**src/rtl/sram_fifo_pkg.sv**
```systemverilog
// Shared constants and width helpers for the SRAM-backed FIFO controller.
package sram_fifo_pkg;

    localparam int SKID_DEPTH = 2;
    localparam int SKID_CNT_W = 2;

    function automatic int cnt_w(input int aw);
        return aw + 1;
    endfunction

    function automatic int level_w(input int aw);
        return aw + 2;
    endfunction

    function automatic int strb_w(input int dw);
        return (dw + 7) / 8;
    endfunction

endpackage

```
**src/rtl/sram_fifo_skid.sv**
```systemverilog
// Two-entry in-order output buffer that catches words returning from the SRAM read port.
module sram_fifo_skid
    import sram_fifo_pkg::*;
#(
    parameter int DW = 32
) (
    input  logic                  CLK,
    input  logic                  RST,
    input  logic                  clr,
    input  logic                  push,
    input  logic                  pop,
    input  logic [DW-1:0]         push_data,
    output logic [DW-1:0]         head_data,
    output logic [SKID_CNT_W-1:0] cnt
);

    logic [SKID_CNT_W-1:0] cnt_q, cnt_d;
    logic [DW-1:0]         e0_q, e0_d, e1_q, e1_d;

    always_comb begin
        e0_d = e0_q;
        e1_d = e1_q;
        if (clr) begin
            cnt_d = '0;
        end else begin
            cnt_d = cnt_q + SKID_CNT_W'(push) - SKID_CNT_W'(pop);
        end
        // e0 is always the head; e1 only ever holds the second-oldest word
        case ({push, pop})
            2'b10: begin
                if (cnt_q == '0) e0_d = push_data;
                else             e1_d = push_data;
            end
            2'b01: e0_d = e1_q;
            2'b11: begin
                if (cnt_q == SKID_CNT_W'(1)) begin
                    e0_d = push_data;
                end else begin
                    e0_d = e1_q;
                    e1_d = push_data;
                end
            end
            default: ;
        endcase
    end

    always_ff @(posedge CLK or posedge RST) begin
        if (RST) cnt_q <= '0;
        else     cnt_q <= cnt_d;
    end

    always_ff @(posedge CLK) begin
        e0_q <= e0_d;
        e1_q <= e1_d;
    end

    assign head_data = e0_q;
    assign cnt       = cnt_q;

endmodule

```
**src/rtl/sram_fifo_ctrl.sv**
```systemverilog
// FIFO controller over a 1W/1R SRAM with a 2-entry output skid; 3-cycle fill latency.
// Optional registered occupancy output enabled by defining SRAM_FIFO_CTRL_LEVEL_EN.
module sram_fifo_ctrl
    import sram_fifo_pkg::*;
#(
    parameter int DW = 32,
    parameter int AW = 14
) (
    input  logic                   CLK,
    input  logic                   RST,
    input  logic                   flush,
    input  logic                   in_valid,
    output logic                   in_ready,
    input  logic [DW-1:0]          in_data,
    output logic                   out_valid,
    input  logic                   out_ready,
    output logic [DW-1:0]          out_data,
    output logic [DW-1:0]          sram_data_w,
    output logic [AW-1:0]          sram_addr_w,
    output logic [strb_w(DW)-1:0]  sram_wstrb,
    output logic                   sram_en_w,
    output logic [AW-1:0]          sram_addr_r,
    output logic                   sram_en_r,
    input  logic [DW-1:0]          sram_data_r
`ifdef SRAM_FIFO_CTRL_LEVEL_EN
    ,
    output logic [level_w(AW)-1:0] level
`endif
);

    localparam int             CW = cnt_w(AW);
    localparam int             SW = strb_w(DW);
    localparam logic [CW-1:0]  DP = CW'(1) << AW;

    logic [AW-1:0]         wr_ptr_q, wr_ptr_d;
    logic [AW-1:0]         rd_ptr_q, rd_ptr_d;
    logic [CW-1:0]         sram_cnt_q, sram_cnt_d;
    logic                  rd_pend_q, rd_pend_d;
    logic [SKID_CNT_W-1:0] skid_cnt;
    logic [2:0]            skid_load;
    logic                  in_fire, out_fire, rd_issue, skid_push;

    // Issue decision uses only registered count, so a word is never read in its write cycle
    always_comb begin
        in_ready  = !RST && !flush && (sram_cnt_q < DP);
        in_fire   = in_valid && in_ready;
        out_valid = (skid_cnt != '0);
        out_fire  = out_valid && out_ready;
        skid_load = {1'b0, skid_cnt} + {2'b00, rd_pend_q} - {2'b00, out_fire};
        rd_issue  = (sram_cnt_q != '0) && !flush && (skid_load < 3'(SKID_DEPTH));
        skid_push = rd_pend_q && !flush;

        wr_ptr_d   = wr_ptr_q;
        rd_ptr_d   = rd_ptr_q;
        sram_cnt_d = sram_cnt_q;
        rd_pend_d  = 1'b0;
        if (flush) begin
            wr_ptr_d   = '0;
            rd_ptr_d   = '0;
            sram_cnt_d = '0;
        end else begin
            if (in_fire)  wr_ptr_d = wr_ptr_q + AW'(1);
            if (rd_issue) rd_ptr_d = rd_ptr_q + AW'(1);
            sram_cnt_d = sram_cnt_q + CW'(in_fire) - CW'(rd_issue);
            rd_pend_d  = rd_issue;
        end
    end

    always_ff @(posedge CLK or posedge RST) begin
        if (RST) begin
            wr_ptr_q   <= '0;
            rd_ptr_q   <= '0;
            sram_cnt_q <= '0;
            rd_pend_q  <= 1'b0;
        end else begin
            wr_ptr_q   <= wr_ptr_d;
            rd_ptr_q   <= rd_ptr_d;
            sram_cnt_q <= sram_cnt_d;
            rd_pend_q  <= rd_pend_d;
        end
    end

    assign sram_en_w   = in_fire;
    assign sram_addr_w = wr_ptr_q;
    assign sram_data_w = in_data;
    assign sram_wstrb  = {SW{in_fire}};
    assign sram_en_r   = rd_issue;
    assign sram_addr_r = rd_ptr_q;

    sram_fifo_skid #(
        .DW(DW)
    ) u_skid (
        .CLK       (CLK),
        .RST       (RST),
        .clr       (flush),
        .push      (skid_push),
        .pop       (out_fire),
        .push_data (sram_data_r),
        .head_data (out_data),
        .cnt       (skid_cnt)
    );

`ifdef SRAM_FIFO_CTRL_LEVEL_EN
    localparam int LW = level_w(AW);

    logic [LW-1:0]         level_q, level_d;
    logic [SKID_CNT_W-1:0] skid_cnt_d;

    // Built from next-state values so level tracks the queue with no extra lag
    always_comb begin
        if (flush) skid_cnt_d = '0;
        else       skid_cnt_d = skid_cnt + SKID_CNT_W'(skid_push) - SKID_CNT_W'(out_fire);
        level_d = LW'(sram_cnt_d) + LW'(rd_pend_d) + LW'(skid_cnt_d);
    end

    always_ff @(posedge CLK or posedge RST) begin
        if (RST) level_q <= '0;
        else     level_q <= level_d;
    end

    assign level = level_q;
`endif

endmodule

```
**config.mk**
```make
export PLATFORM = sky130hd
export DESIGN_NAME = sram_fifo_ctrl
export DESIGN_NICKNAME = d
export VERILOG_FILES = /design/src/rtl/sram_fifo_pkg.sv /design/src/rtl/sram_fifo_skid.sv /design/src/rtl/sram_fifo_ctrl.sv
export SDC_FILE = /design/constraint.sdc
export NUM_CORES = 1
export LEC_CHECK = 0
export BUFFER_PORTS_ARGS = -buffer_cell sky130_fd_sc_hd__buf_2
export CORE_MARGIN = 2
export CORE_UTILIZATION = 47
export CTS_CLUSTER_SIZE = 12
export DETAILED_ROUTE_END_ITERATION = 16
export PLACE_DENSITY_LB_ADDON = 0.12
export SYNTH_ARGS = -nofsm -noshare
export SYNTH_HDL_FRONTEND = slang
export SYNTH_SLANG_ARGS = --single-unit
```
**constraint.sdc**
```tcl
create_clock -name CLK -period 4.2 [get_ports CLK]
set_input_delay 0.84 -clock CLK [delete_from_list [all_inputs] [get_ports CLK]]
set_output_delay 0.84 -clock CLK [all_outputs]
set_load 0.02 [all_outputs]
```
==> results of run 1 <==
## cell families (layout without fill, tap and decap cells)
group	count (synthesis)	in the layout	share of synthesized area [%]
simple gates	132	132	14.0
flops	110	110	54.7
buf+inv	73	158	7.34
compound gates	53	53	5.90
mux	42	42	8.37
fa+ha+maj	28	28	6.50
xor+xnor	21	21	3.27
## sequential cells by signal (all words and copies together), names as in the netlist
signal and flops:
u_skid.head_data 32, rd_pend_q 1, sram_cnt_q 15, u_skid.e1_q 32
sram_addr_w 14, sram_addr_r 14, u_skid.cnt 2
## worst max path at each step
| stage | slack (ns) | cells past startpoint | start | end |
|---|---|---|---|---|
| floorplan | -0.06 | 16 | out_ready | sram_cnt_q[8] |
| CTS | 0.12 | 19 | u_skid.cnt[1] | sram_cnt_q[8] |
| finish | 0.21 | 19 | u_skid.cnt[0] | sram_cnt_q[8] |
| global route | 0.02 | 19 | u_skid.cnt[0] | sram_cnt_q[8] |
| global placement | -0.02 | 18 | out_ready | sram_cnt_q[8] |
| detailed placement | -0.09 | 18 | out_ready | sram_cnt_q[8] |
## layout by cell type (no fill, tap or decap), types with 3 or more instances in the layout
cell type                   Yosys  routed
sky130_fd_sc_hd__a21o_1         3       3
sky130_fd_sc_hd__a21oi_1       18      17
sky130_fd_sc_hd__a221oi_1       3       3
sky130_fd_sc_hd__and4_1         3       3
sky130_fd_sc_hd__buf_2          3     104
sky130_fd_sc_hd__buf_4         36      11
sky130_fd_sc_hd__clkbuf_16      0       9
sky130_fd_sc_hd__dfrtp_1       46      46
sky130_fd_sc_hd__edfxtp_1      64      64
sky130_fd_sc_hd__ha_1          26      24
sky130_fd_sc_hd__inv_1         27      24
sky130_fd_sc_hd__mux2_2        36      36
sky130_fd_sc_hd__mux2i_1        5       5
sky130_fd_sc_hd__nand2_1       15      13
sky130_fd_sc_hd__nand2b_1      10      10
sky130_fd_sc_hd__nand3_1        9       9
sky130_fd_sc_hd__nand4_1        6       6
sky130_fd_sc_hd__nor2_1        37      36
sky130_fd_sc_hd__nor2b_1       12      11
sky130_fd_sc_hd__nor3_1         8       8
sky130_fd_sc_hd__nor3b_1        3       3
sky130_fd_sc_hd__nor4b_1        3       3
sky130_fd_sc_hd__o21ai_0       14      14
sky130_fd_sc_hd__or3_1          7       7
sky130_fd_sc_hd__xnor2_1       16      16
sky130_fd_sc_hd__xor2_1         5       5
## critical path, cell delays in order (launching register included)
cell,delay [ns]
sky130_fd_sc_hd__dfrtp_1,0.40
sky130_fd_sc_hd__inv_1,0.13
sky130_fd_sc_hd__nand2_2,0.10
sky130_fd_sc_hd__and2_4,0.19
sky130_fd_sc_hd__ha_4,0.23
sky130_fd_sc_hd__inv_2,0.06
sky130_fd_sc_hd__nand2_2,0.05
sky130_fd_sc_hd__fa_2,0.35
sky130_fd_sc_hd__xnor2_1,0.13
sky130_fd_sc_hd__nand3b_1,0.15
sky130_fd_sc_hd__nor2_4,0.06
sky130_fd_sc_hd__ha_1,0.27
sky130_fd_sc_hd__inv_1,0.04
sky130_fd_sc_hd__ha_2,0.18
sky130_fd_sc_hd__fa_2,0.36
sky130_fd_sc_hd__a211o_1,0.33
sky130_fd_sc_hd__a311oi_2,0.27
sky130_fd_sc_hd__nor2_1,0.08
sky130_fd_sc_hd__o22ai_1,0.14
sky130_fd_sc_hd__mux2_2,0.35
## stage by stage
stage | setup WS, ns | utilization [%] | hold WS (ns) | power (uW)
2_1_floorplan | -0.0600 | - | 0.523 | 2820
3_3_place_gp | -0.0201 | 53.2 | 0.480 | 3220
3_5_place_dp | -0.0912 | 53.2 | 0.494 | 3240
4_1_cts | 0.120 | 56.1 | 0.504 | 4190
5_1_grt | 0.0236 | 56.2 | 0.543 | 4460
6_report | 0.208 | 56.2 | 0.500 | 4170
## power by group through the flow
stage          logic, uW  registers, uW  clock network [uW]
2_1_floorplan       1130           1680                   0
3_3_place_gp        1700           1530                   0
3_5_place_dp        1710           1530                   0
4_1_cts             1720           1510                 961
5_1_grt             1930           1530                1000
6_report            1730           1500                 934
## timing repair
action | CTS | global route
setup buffers | 0 | 0
endpoints found under the setup margin | 0 | 1
resized for setup | 0 | 3
## layer usage
| metal | routed length [um] | track usage [%] |
|---|---|---|
| met5 | 0 | 0 |
| met4 | 221 | 7.97 |
| met3 | 596 | 3.67 |
| met2 | 4780 | 27.6 |
| met1 | 5010 | 22.7 |
## layout make-up
type	count	area, sq um	area share (%)
inverters	27	101	1.56
repair buffers	115	603	9.29
flip-flops and latches	110	3070	47.3
multi-input cells	276	2210	34.0
well taps	143	179	2.76
clock inverters	6	90.1	1.39
clock buffers	10	239	3.68
==> results summary, run 1 <==
The run finished with clean final reports. The worst-case headroom to the max-slew limit is 27.7%. The x dimension of the die came out at 113 um.

The count of yosys warnings during synthesis is 0. The startpoint identified for the worst register-to-register timing path is u_skid.cnt[0]. The most common flop cell mapped by yosys is sky130_fd_sc_hd__edfxtp_1.

The number of core rows is 39. The overall via count from detail_route is 3639. The number of DRC violations after detailed-routing iteration 0 came out at 209. The placed wire-length estimate after detailed placement came out at 7260 um. The startpoint identified for the worst hold timing path is sram_addr_r[6]. The classification of the worst-slack hold path is reg2reg. In this run the critical register-to-register path is captured at sram_cnt_q[8]. The library cell with the highest instance count after synthesis is sky130_fd_sc_hd__edfxtp_1.

The post-route clock period utilization came out at 95.0%. The synthesized instance count came out at 459. The count of antenna diodes in the layout is 0. The worst endpoint data arrival time came out at 4.23 ns.

The root buffer cell chosen for the clock tree is sky130_fd_sc_hd__clkbuf_16. After synthesis, the largest area contributor takes up 34.2% of total cell area. The final setup violation count came out at 0. The number of storage elements in the synthesis netlist came out at 110. The clock edge transition at the registers on the reported setup and hold paths is 0.07 ns.

The total CTS buffers is 9. The maximum number of pins on one net before global-route repair is 57. The total congestion overflow is 0. The starting density of the core came out at 48.6%. The routability congestion estimate came out at 0.809. VDD sags by at most 0.000239 V. The via count of the first global-routing pass is 3682. The count of maximum capacitance violations is 0. The ratio of total power to cell area came out at roughly 640 nW/um^2. STA classifies the critical path startpoint as a flop.

The synthesized netlist occupies a cell area of 5620 sq um. The synthesized design contains 64 enable-type register cells. CTS built an H-tree with a depth of 3. The cell leakage power is about 0.0028 uW.

The transition at the pin with the smallest max-transition slack is 1.08 ns. The first global-routing pass estimated 17800 um of wire. The final antenna-violating net count is 0. The total of buffers placed on input and output ports came out at 104. The part of the total power dissipated in sequential elements is about 36%.

The mean area per synthesized cell came out at ~12 sq um. The number of standard cells in the layout, taps in and fillers out came out at 687. After detailed routing, the average wire length per cell comes to between 15 and 20 um. The share of total power in the clock network is between 20 and 25%. The critical-path maximum fanout is 4. The sequential cell area fraction in the yosys report came out at 54.7%. The number of hold buffers added after cts came out at 0. In the synthesized netlist, the cells that appear most often are sky130_fd_sc_hd__edfxtp_1, sky130_fd_sc_hd__dfrtp_1, sky130_fd_sc_hd__nor2_1, sky130_fd_sc_hd__buf_4, sky130_fd_sc_hd__mux2_2. The power share of the combinational group is 41.5%.

Derived from the worst setup path, the maximum achievable clock frequency is 251 MHz. Of the total power, the share spent switching nets is 35.3%. The cell count of the worst reg-to-reg path is 19. The clock insertion delay at the later pin of the skew report came out at ~0.35 ns. The path with the worst hold slack has its endpoint at sram_addr_r[6]. Synthesis instantiated 53 different standard cells from the library.

The instance area at placement is between 6000 and 7000 sq um. The net count after synthesis came out at 556. After floorplanning, the core was sized to cover ~12000 sq um.

The via count normalized by instance count came out at 5.30. The initial antenna violation count is 0. The required time of the critical path came out at 4.44 ns. The max-slew violation count came out at 0. The summed negative setup slack over all endpoints is 0 ns. The share of post-route cells with drive strength above 1 came out at 35.7%.

Cell internal power was estimated by the tool at 2690 uW. The number of detailed-routing iterations run before antenna repair is 4. The number of placed instances, taps included is about 670. The clock skew is around 0.0073 ns. The worst-case clock buffer depth came out at 2.

The residual DRC count came out at 0. The layout has 987 filler cells. The final wirelength came out at ~11000 um. STA classifies the critical path endpoint as a flop. Counting flops with an async set or reset pin after synthesis yields a share of a little over two fifths.

For flop-to-flop paths, the worst setup slack is 0.21 ns. The floorplan die height is 113 um. The worst setup path is of the reg2reg kind. The CTS tree is yes. The switching power summed over all nets came out at 1470 uW. The synthesized design spends more area on one cell type than any other, namely sky130_fd_sc_hd__edfxtp_1. The area of all placed cells without fillers came out at 6490 sq um.

The count of final hold-check violations was 0. By area the synthesized netlist is led by sky130_fd_sc_hd__edfxtp_1, sky130_fd_sc_hd__dfrtp_1, sky130_fd_sc_hd__mux2_2, sky130_fd_sc_hd__ha_1, sky130_fd_sc_hd__buf_4. Compared with the post-synthesis result, the final layout area differs by 15.5%.

The count of boundary I/O pins is 169. The clock net in this run drives a total of 110 sinks. The total die area is 12900 sq um. The layout net count is 636. Setup repair after global routing left no endpoint under its margin. The minimum clock period after layout came out at 3.99 ns.

The instance count along the most critical hold path is 1. The overall global routing resource usage came out at roughly 17%.
Note: power is estimated with default switching activity, not from simulation.
==> run 2, diff against run 1 <==
CORE_MARGIN = 5   (was 2)
==> results summary, run 2 (synthesis gave the netlist of run 1 again) <==
The run finished with clean final reports. The share of post-route cells with drive strength above 1 came out at 36.7% (+1.0 points). The count of boundary I/O pins came to 169 (unchanged). The floorplan die height is 119 um (+5.3%). The clock edge transition at the registers on the reported setup and hold paths came to 0.07 ns (about the same).

The maximum number of pins on one net before global-route repair is 58 (+1.8%). The worst-case clock buffer depth came out at 2 (unchanged). In this run the clock root is driven by a sky130_fd_sc_hd__clkbuf_16. The stage delay of the slowest cell on the critical path is 0.41 ns (about the same). The number of placed instances, taps included was 678 (+1.0%).

The final design utilization is 54.6% (-1.6 points). The final setup violation count was 0 (unchanged). The clock insertion delay at the later pin of the skew report is 0.35 ns (about the same). The transition at the pin with the smallest max-transition slack is 1.01 ns (-0.0719 ns). The count of final hold-check violations came out at 0 (unchanged). The average wire per cell in the routed design came to 16.0 um (+3.5%). The maximum clock rate came out at 253 MHz (+0.83%). The overall via count from detail_route came out at 3660 (+0.58%). The overall global routing resource usage came to 15.7% (-1.5 points). The final wirelength was 11100 um (+4.8%). The placeable core region was 11900 sq um (+2.6%). The max-slew violation count came out at 0 (unchanged). The number of DRC violations after detailed-routing iteration 0 came out at 162 (-22%).

The number of detailed-routing iterations run before antenna repair came to 4 (unchanged). The count of H-tree levels built during CTS is 3 (unchanged). The via count normalized by instance count came out at 5.27 (-0.58%).

The number of core rows came out at 40 (+2.6%). The routability congestion estimate was 0.816 (+0.82%). TritonCTS built the clock tree. The post-route clock period utilization came to 94.3% (-0.78 points). Compared with the post-synthesis result, the final layout area differs by 15.2%. The minimum clock period after layout came out at 3.96 ns (-0.0329 ns).

The layout net count was 640 (+0.63%). The count of maximum capacitance violations is 0 (unchanged). Setup repair after global routing left no endpoint under its margin. The number of standard cells in the layout, taps in and fillers out is 695 (+1.2%). The cell type of the slowest stage on the worst timing path is sky130_fd_sc_hd__dfrtp_1. The summed negative setup slack over all endpoints came to 0 ns (unchanged). The required time of the critical path came to 4.43 ns (about the same). The x dimension of the die came out at 119 um (+5.3%).

The final antenna-violating net count is 0 (unchanged). The cell leakage power was 0.00276 uW (about the same). The initial antenna violation count came out at 0 (unchanged).

The clock skew came to 0.00753 ns (+0.000220 ns). The worst setup path is launched from a flop. The total congestion overflow is 0 (unchanged). The starting density of the core came out at 47.4% (-1.2 points). The tightest min-delay check is of the reg2reg type. The critical path endpoint category is a flop.

In the layout the commonest cells are sky130_fd_sc_hd__buf_2, sky130_fd_sc_hd__edfxtp_1, sky130_fd_sc_hd__dfrtp_1, sky130_fd_sc_hd__nor2_1, sky130_fd_sc_hd__mux2_2. The total die area is 14300 sq um (+11%). The signal on the critical path passes through inv_2, nand2_2, and2_4, ha_4, inv_2, nand2_2, fa_2, xnor2_1, nand3b_1, nor2_4, ha_1, inv_1, ha_2, fa_2, a211o_1, a311oi_2, nor2_1, o22ai_1, mux2_2. The via count of the first global-routing pass is 3600 (-2.2%). The worst endpoint data arrival time is 4.19 ns (-0.04 ns).

The worst IR drop on VDD is 0.000322 V (+35%). The area of all placed cells without fillers is 6480 sq um (-0.27%). The number of hold buffers added after cts is 0 (unchanged).

The worst-case headroom to the max-slew limit is 32.6% (+4.9 points). The clock sink total came out at 110 (unchanged). The ratio of total power to cell area came out at 627 nW/um^2 (-2.2%). The count of antenna diodes in the layout was 0 (unchanged).

The residual DRC count came to 0 (unchanged). The first-pass GRT wire length is 18000 um (+1.5%). The setup path with the least slack is of type reg2reg.

The library cell used most frequently in the layout, excluding fill and tap cells, is sky130_fd_sc_hd__buf_2. The total CTS buffers came out at 9 (unchanged). The instance area at placement came to 6170 sq um (+0.24%).

The total of buffers placed on input and output ports was 104 (unchanged). The critical-path maximum fanout came out at 4 (unchanged). The placed wire-length estimate after detailed placement is 7920 um (+9.1%).
==> run 2: cell count changes in the layout (fill, tap and decap cells not counted), sizes merged <==
cell,before,now
clkbuf,10,9
inv,28,30
buf,115,119
bufinv,2,0
clkinvlp,0,1
==> run 2: repair_timing <==
item / CTS / global route
hold endpoints to repair: 0 / 0
gates resized for setup: 0 / 4
setup endpoints to repair: 0 / 1
buffers inserted: 0 / 1
==> run 2: path summary, 6_finish.rpt <==
| check | startpoint | endpoint | slack, ns | cells after the start |
|---|---|---|---|---|
| max in group asynchronous | RST | sram_addr_w[12] | 2.81 | 2 |
| worst min register to register | sram_addr_r[6] | sram_addr_r[6] | 0.51 | 1 |
| worst max-delay path | u_skid.cnt[0] | sram_cnt_q[8] | 0.24 | 19 |
| worst max register to register | u_skid.cnt[0] | sram_cnt_q[8] | 0.24 | 19 |
| worst min-delay path | sram_addr_r[6] | sram_addr_r[6] | 0.51 | 1 |
| min in group asynchronous | RST | sram_addr_w[4] | 0.76 | 2 |
==> run 2: cell type report <==
type	instances	area, sq um
fillers	1014	5390
flip-flops and latches	110	3070
multi-input cells	276	2200
repair buffers	119	633
clock buffers	9	225
well taps	147	184
inverters	27	101
clock inverters	7	63.8
==> run 2: where the power goes <==
part | internal (uW) | total, uW | switching, uW | leakage (uW)
clock network | 416 | 828 | 412 | 0.000141
registers | 1410 | 1500 | 93.2 | 0.00121
logic | 744 | 1730 | 988 | 0.00141
==> run 2: metrics by stage <==
stage	hold slack, ns	power, uW	setup slack, ns
4_1_cts	0.508	4080	0.184
2_1_floorplan	0.523	2820	-0.0600
5_1_grt	0.528	4340	0.00473
3_3_place_gp	0.486	3220	-0.0238
3_5_place_dp	0.489	3240	-0.0686
6_report	0.514	4060	0.241
==> run 2: worst max-delay path: cells and delay by family (launching register included) <==
family / cells / cell delay (ns)
adder cells (fa/ha/maj): 5 / 1.39
AO/OA/AOI/OAI: 3 / 0.79
AND/OR/NAND/NOR: 6 / 0.59
flip-flops: 1 / 0.41
multiplexers: 1 / 0.34
buffers and inverters: 3 / 0.19
XOR/XNOR: 1 / 0.13
==> run 2: routing by layer <==
metal / up-vias / part of all wire, % / routed length (um) / track usage [%]
met4: 0 / 1.8 / 201 / 6.59
met2: 87 / 48 / 5320 / 25.8
met3: 21 / 5.0 / 551 / 3.51
met1: 1777 / 45 / 5040 / 20.0
li1: 1775 / - / - / -
met5: - / 0 / 0 / 0
